`config.mk`:
```
export PLATFORM = sky130hd
export DESIGN_NAME = sha_msg_padder
export DESIGN_NICKNAME = d
export VERILOG_FILES = /design/src/rtl/sha_pad_pkg.sv /design/src/rtl/pad_lastword.sv /design/src/rtl/sha_msg_padder.sv
export SDC_FILE = /design/constraint.sdc
export NUM_CORES = 1
export LEC_CHECK = 0
export CORE_ASPECT_RATIO = 0.6
export CORE_UTILIZATION = 50
export CTS_BUF_LIST = sky130_fd_sc_hd__clkbuf_8 sky130_fd_sc_hd__clkbuf_16
export DETAILED_ROUTE_END_ITERATION = 16
export PLACE_DENSITY_LB_ADDON = 0.2
export SYNTH_ARGS = -nofsm -noshare
export SYNTH_HDL_FRONTEND = slang
export SYNTH_SLANG_ARGS = --single-unit
```
`constraint.sdc`:
```
create_clock -name clk -period 3.5 [get_ports clk]
set_input_delay 1.05 -clock clk [delete_from_list [all_inputs] [get_ports clk]]
set_output_delay 1.05 -clock clk [all_outputs]
set_load 0.03 [all_outputs]
```
`src/rtl/sha_pad_pkg.sv`:
```
// Shared constants and types for the SHA-256 message padder.
// Block geometry and the padding marker live here so the padder and its helpers agree.
package sha_pad_pkg;

  localparam int         BLK_WORDS = 16;
  localparam int         LEN_W     = 64;
  localparam logic [7:0] PAD_MARK  = 8'h80;

  typedef logic [31:0]      word_t;
  typedef logic [7:0]       lane_t;
  typedef logic [LEN_W-1:0] len_t;

  typedef enum logic [1:0] {
    FILL,
    PAD,
    EMIT
  } pad_state_t;

endpackage

```
`src/rtl/pad_lastword.sv`:
```
// Masks the unused byte lanes of a message's final word and inserts the 0x80 marker.
// inBytes of 0 means the word is full, so it passes through untouched.
module pad_lastword
  import sha_pad_pkg::*;
(
  input  word_t      inData,
  input  logic [1:0] inBytes,
  output word_t      outWord
);

  always_comb begin
    case (inBytes)
      2'd1:    outWord = {inData[31:24], PAD_MARK, 16'h0000};
      2'd2:    outWord = {inData[31:16], PAD_MARK, 8'h00};
      2'd3:    outWord = {inData[31:8], PAD_MARK};
      default: outWord = inData;
    endcase
  end

endmodule

```
`src/rtl/sha_msg_padder.sv`:
```
// SHA-256 padder: collects big-endian words into 512-bit blocks, appends 0x80, zero fill
// and the 64-bit bit length, and offers each block with a level start until it is taken.
module sha_msg_padder
  import sha_pad_pkg::*;
(
  input  logic         clk,
  input  logic         reset,
  input  logic         inValid,
  input  logic [31:0]  inData,
  input  logic         inLast,
  input  logic [1:0]   inBytes,
  output logic         inReady,
  input  logic         blkBusy,
  output logic         start,
  output logic [511:0] msgOut,
  output logic         blkLast
);

  pad_state_t state, stateNext;
  word_t      blkBuf [BLK_WORDS];
  logic [3:0] widx, widxNext;
  len_t       nbytes, nbytesNext;
  logic       markDone, markNext;
  logic       fits, fitsNext, fitsNow;
  logic       finalBlk, finalNext;
  logic       padPend, pendNext;
  logic       wrEn;
  word_t      wrData;
  word_t      lastWord;
  len_t       lenField;
  logic [2:0] lastCnt;

  pad_lastword u_lastword (
    .inData  (inData),
    .inBytes (inBytes),
    .outWord (lastWord)
  );

  assign lenField = {nbytes[LEN_W-4:0], 3'b000};
  assign lastCnt  = (inBytes == 2'd0) ? 3'd4 : {1'b0, inBytes};

  always_ff @(posedge clk or negedge reset) begin
    if (!reset) state <= FILL;
    else        state <= stateNext;
  end

  always_comb begin
    stateNext  = state;
    widxNext   = widx;
    nbytesNext = nbytes;
    markNext   = markDone;
    fitsNext   = fits;
    fitsNow    = fits;
    finalNext  = finalBlk;
    pendNext   = padPend;
    wrEn       = 1'b0;
    wrData     = '0;
    case (state)
      FILL: begin
        if (inValid) begin
          wrEn     = 1'b1;
          widxNext = widx + 4'd1;
          if (inLast) begin
            wrData     = lastWord;
            nbytesNext = nbytes + len_t'(lastCnt);
            markNext   = (inBytes != 2'd0);
            fitsNext   = (widx <= 4'd13);
            pendNext   = 1'b1;
            // A last word in slot 15 leaves no room; the length always goes in the next block.
            if (widx == 4'd15) begin
              stateNext = EMIT;
              finalNext = 1'b0;
              fitsNext  = 1'b1;
            end else begin
              stateNext = PAD;
            end
          end else begin
            wrData     = inData;
            nbytesNext = nbytes + 64'd4;
            if (widx == 4'd15) begin
              stateNext = EMIT;
              finalNext = 1'b0;
            end
          end
        end
      end
      PAD: begin
        wrEn     = 1'b1;
        widxNext = widx + 4'd1;
        if (!markDone) begin
          wrData   = {PAD_MARK, 24'h000000};
          markNext = 1'b1;
          fitsNow  = (widx <= 4'd13);
          fitsNext = fitsNow;
        end else if (fits && widx == 4'd14) begin
          wrData = lenField[63:32];
        end else if (fits && widx == 4'd15) begin
          wrData = lenField[31:0];
        end
        if (widx == 4'd15) begin
          stateNext = EMIT;
          finalNext = fitsNow;
          if (!fitsNow) fitsNext = 1'b1;
        end
      end
      EMIT: begin
        if (!blkBusy) begin
          widxNext = 4'd0;
          if (finalBlk) begin
            nbytesNext = '0;
            markNext   = 1'b0;
            fitsNext   = 1'b0;
            finalNext  = 1'b0;
            pendNext   = 1'b0;
            stateNext  = FILL;
          end else if (padPend) begin
            stateNext = PAD;
          end else begin
            stateNext = FILL;
          end
        end
      end
      default: stateNext = FILL;
    endcase
  end

  always_ff @(posedge clk or negedge reset) begin
    if (!reset) begin
      widx     <= 4'd0;
      nbytes   <= '0;
      markDone <= 1'b0;
      fits     <= 1'b0;
      finalBlk <= 1'b0;
      padPend  <= 1'b0;
      for (int i = 0; i < BLK_WORDS; i++) blkBuf[i] <= '0;
    end else begin
      widx     <= widxNext;
      nbytes   <= nbytesNext;
      markDone <= markNext;
      fits     <= fitsNext;
      finalBlk <= finalNext;
      padPend  <= pendNext;
      if (wrEn) blkBuf[widx] <= wrData;
    end
  end

  // The buffer is only written in FILL/PAD, so msgOut is naturally frozen during EMIT.
  always_comb begin
    msgOut = '0;
    for (int i = 0; i < BLK_WORDS; i++) msgOut[511-32*i -: 32] = blkBuf[i];
  end

  assign inReady = (state == FILL);
  assign start   = (state == EMIT);
  assign blkLast = (state == EMIT) && finalBlk;

endmodule

```
==> flow_summary.json <==
{
  "ant_nets": 0,
  "via_per_inst": 5.78,
  "setup.worst_path.start_class": "flip-flop",
  "ys_ff_latch": 583,
  "fp.dieH_um": 167,
  "worstPathArrival_ns": 2.36,
  "ys_warn_count": 0,
  "pin_count": 554,
  "clock.fmax_mhz": 294,
  "antenna_found_initial": 0,
  "clock-sinks": 583,
  "grt_pass1_wl_mm": 118,
  "overflow": 0,
  "yosysUniqueCellTypes": 59,
  "dr.first_iter.drc_count": 1971,
  "drc": 0,
  "ir_worst_vdd_mv": 0.767,
  "fin_crit_ns": 3.41,
  "status": "completed",
  "required_ns": 2.45,
  "synth_top_area_cell": "dfrtp_1",
  "final_nets": 2849,
  "wl_per_cell_um": 22.7,
  "synth_area_leaders": "dfrtp_1, a21oi_1, nor2_1",
  "die_x_um": 277,
  "drt_first_pass_iters": 8,
  "finalSetupTns_ns": 0,
  "power.leakage_nw": 13.3,
  "hp-class": "in2async",
  "n_antenna_cell": 0,
  "ys.flop_type": "dfrtp_1",
  "layout_commonest_cell": "dfrtp_1",
  "maxCapViolations": 0,
  "cts_tree": "built",
  "netlist_area_um2": 22700,
  "synthCells": 2240,
  "async_flop_share_pct": 100,
  "initial_core_util_pct": 50.7,
  "path_class": "reg2out",
  "clkTransAtPathRegs_ns": 0.07,
  "postPlaceCellArea_um2": 29700,
  "reg2reg_setup_slack_ns": 0.65,
  "syn_to_final_growth_pct": 38.5,
  "slew_viol_final": 0,
  "cts_buffers": 52,
  "synth_top_area_share_pct": 64.3,
  "end_kind": "primary output",
  "portBuffers": 553,
  "gp_congestion": 0.959,
  "cts-root-buf": "clkbuf_16",
  "track_usage_pct": 33.4,
  "synth-edff-count": 0,
  "final_area_um2": 31400,
  "fin_ws_ns": 0.0933,
  "design.die.area_um2": 46200,
  "drive_gt1_share_pct": 8.31,
  "dp_slack_ns": -0.0347,
  "r2r-start": "state[0]",
  "n_fill_cell": 3235,
  "crit_fanout": 11,
  "clock_path_buffers": 3,
  "seq_area_frac_synth_pct": 64.3,
  "tightest_slew_ns": 0.976,
  "core_um2": 44700,
  "slew_headroom_pct": 34.3,
  "htreeDepth": 2,
  "fin_total_pwr_mw": 37.1,
  "syn_area_per_cell_um2": 10.1,
  "grt_start_max_net_pins": 91,
  "syn_nets": 2292,
  "period_share_pct": 97.3,
  "rsz0062_at_grt": "no",
  "skew_ns": 0.0204,
  "layout_common_cells": "dfrtp_1, a21oi_1, clkdlybuf4s50_1, nor2_1, buf_4",
  "setup_violations": 0,
  "dp.final_hpwl_mm": 54.3,
  "hold_buffers": 0,
  "reg2reg_depth": 9,
  "clkLatencyLatePin_ns": 0.59,
  "finalHoldViolCount": 0,
  "rows": 60,
  "route.vias.total": 19826,
  "grt_pass1_vias": 19492,
  "routed_wl_mm": 77.9,
  "pwr_density_cell_nw_per_um2": 1180,
  "r2r-end": "nbytes[59]"
}
[state kept, by name, summed over array words and instances (netlist names)]
name and count:
markDone 1, fits 1, state 2, nbytes 61, finalBlk 1, widx 4, msgOut 512, padPend 1
[per-layer routing]
| metal | up-vias | share of wire (%) | routed length, µm | track usage (%) |
|---|---|---|---|---|
| met5 | - | 0 | 0 | 0 |
| met4 | 0 | 4.5 | 3540 | 13.3 |
| met3 | 210 | 9.2 | 7150 | 7.70 |
| met2 | 991 | 45 | 35100 | 51.6 |
| met1 | 9798 | 41 | 32100 | 46.1 |
| li1 | 8827 | - | - | - |
[Yosys cell counts, drive strengths merged, types with 9 or more instances]
master,number
o211ai,9
nor4,15
xor2,18
o2111ai,10
buf,11
ha,12
nor3,11
dfrtp,583
nor2,560
o21ai,36
or4,20
clkbuf,155
a222oi,25
inv,19
nand2,53
or3,18
o31ai,15
nand3,27
nand4,24
a21oi,555
[where the power goes]
group / leakage [nW] / internal [mW] / switching, mW
registers: 7.08 / 9.91 / 1.97
logic: 5.37 / 7.41 / 11.9
clock network: 0.891 / 3.27 / 2.58
[critical path, cell delays in order, from the launching register on]
cell	delay (ns)
dfrtp_1	0.42
inv_1	0.12
ha_1	0.47
clkdlybuf4s50_1	0.76
[worst max-delay path by stage]
| stage | cells past startpoint | from | slack [ns] | to |
|---|---|---|---|---|
| 2_1_floorplan | 9 | inBytes[0] | 0.20 | nbytes[56] |
| 3_3_place_gp | 9 | inBytes[0] | -0.02 | nbytes[56] |
| 3_5_place_dp | 9 | inBytes[0] | -0.03 | nbytes[56] |
| 4_1_cts | 3 | state[1] | 0.07 | inReady |
| 5_1_grt | 3 | state[1] | 0.006 | inReady |
| 6_report | 3 | state[0] | 0.09 | inReady |
[per-stage QoR]
stage / util, % / instances / hold WS (ns)
2_1_floorplan: - / 2240 / 0.483
3_5_place_dp: 66.3 / 3332 / 0.514
4_1_cts: 70.2 / 3428 / 0.432
3_3_place_gp: 66.3 / 3332 / 0.505
6_report: 70.2 / 3428 / 0.430
5_1_grt: 70.2 / 3428 / 0.452
[cell families after synthesis]
kind of cell,count (synthesis),synth area share (%)
xor+xnor,22,0.850
buf+inv,185,3.11
compound gates,678,16.6
flops,583,64.3
mux,6,0.270
fa+ha+maj,13,0.750
simple gates,753,14.1
[area by class of cell]
class	instances	area [µm²]	area share, %
timing repair buffer	669	6750	21.5
sequential	583	14600	46.4
multi-input combinational	1472	7530	24.0
inverter	19	71.3	0.227
clock inverter	36	330	1.05
clock buffer	60	1410	4.49
tap	589	737	2.35
[what timing repair did]
item / CTS / global route
setup buffers: 0 / 0
endpoints found under the setup margin: 1 / 0
gates resized for setup: 1 / 0
Note: power is estimated with default switching activity, not from simulation.
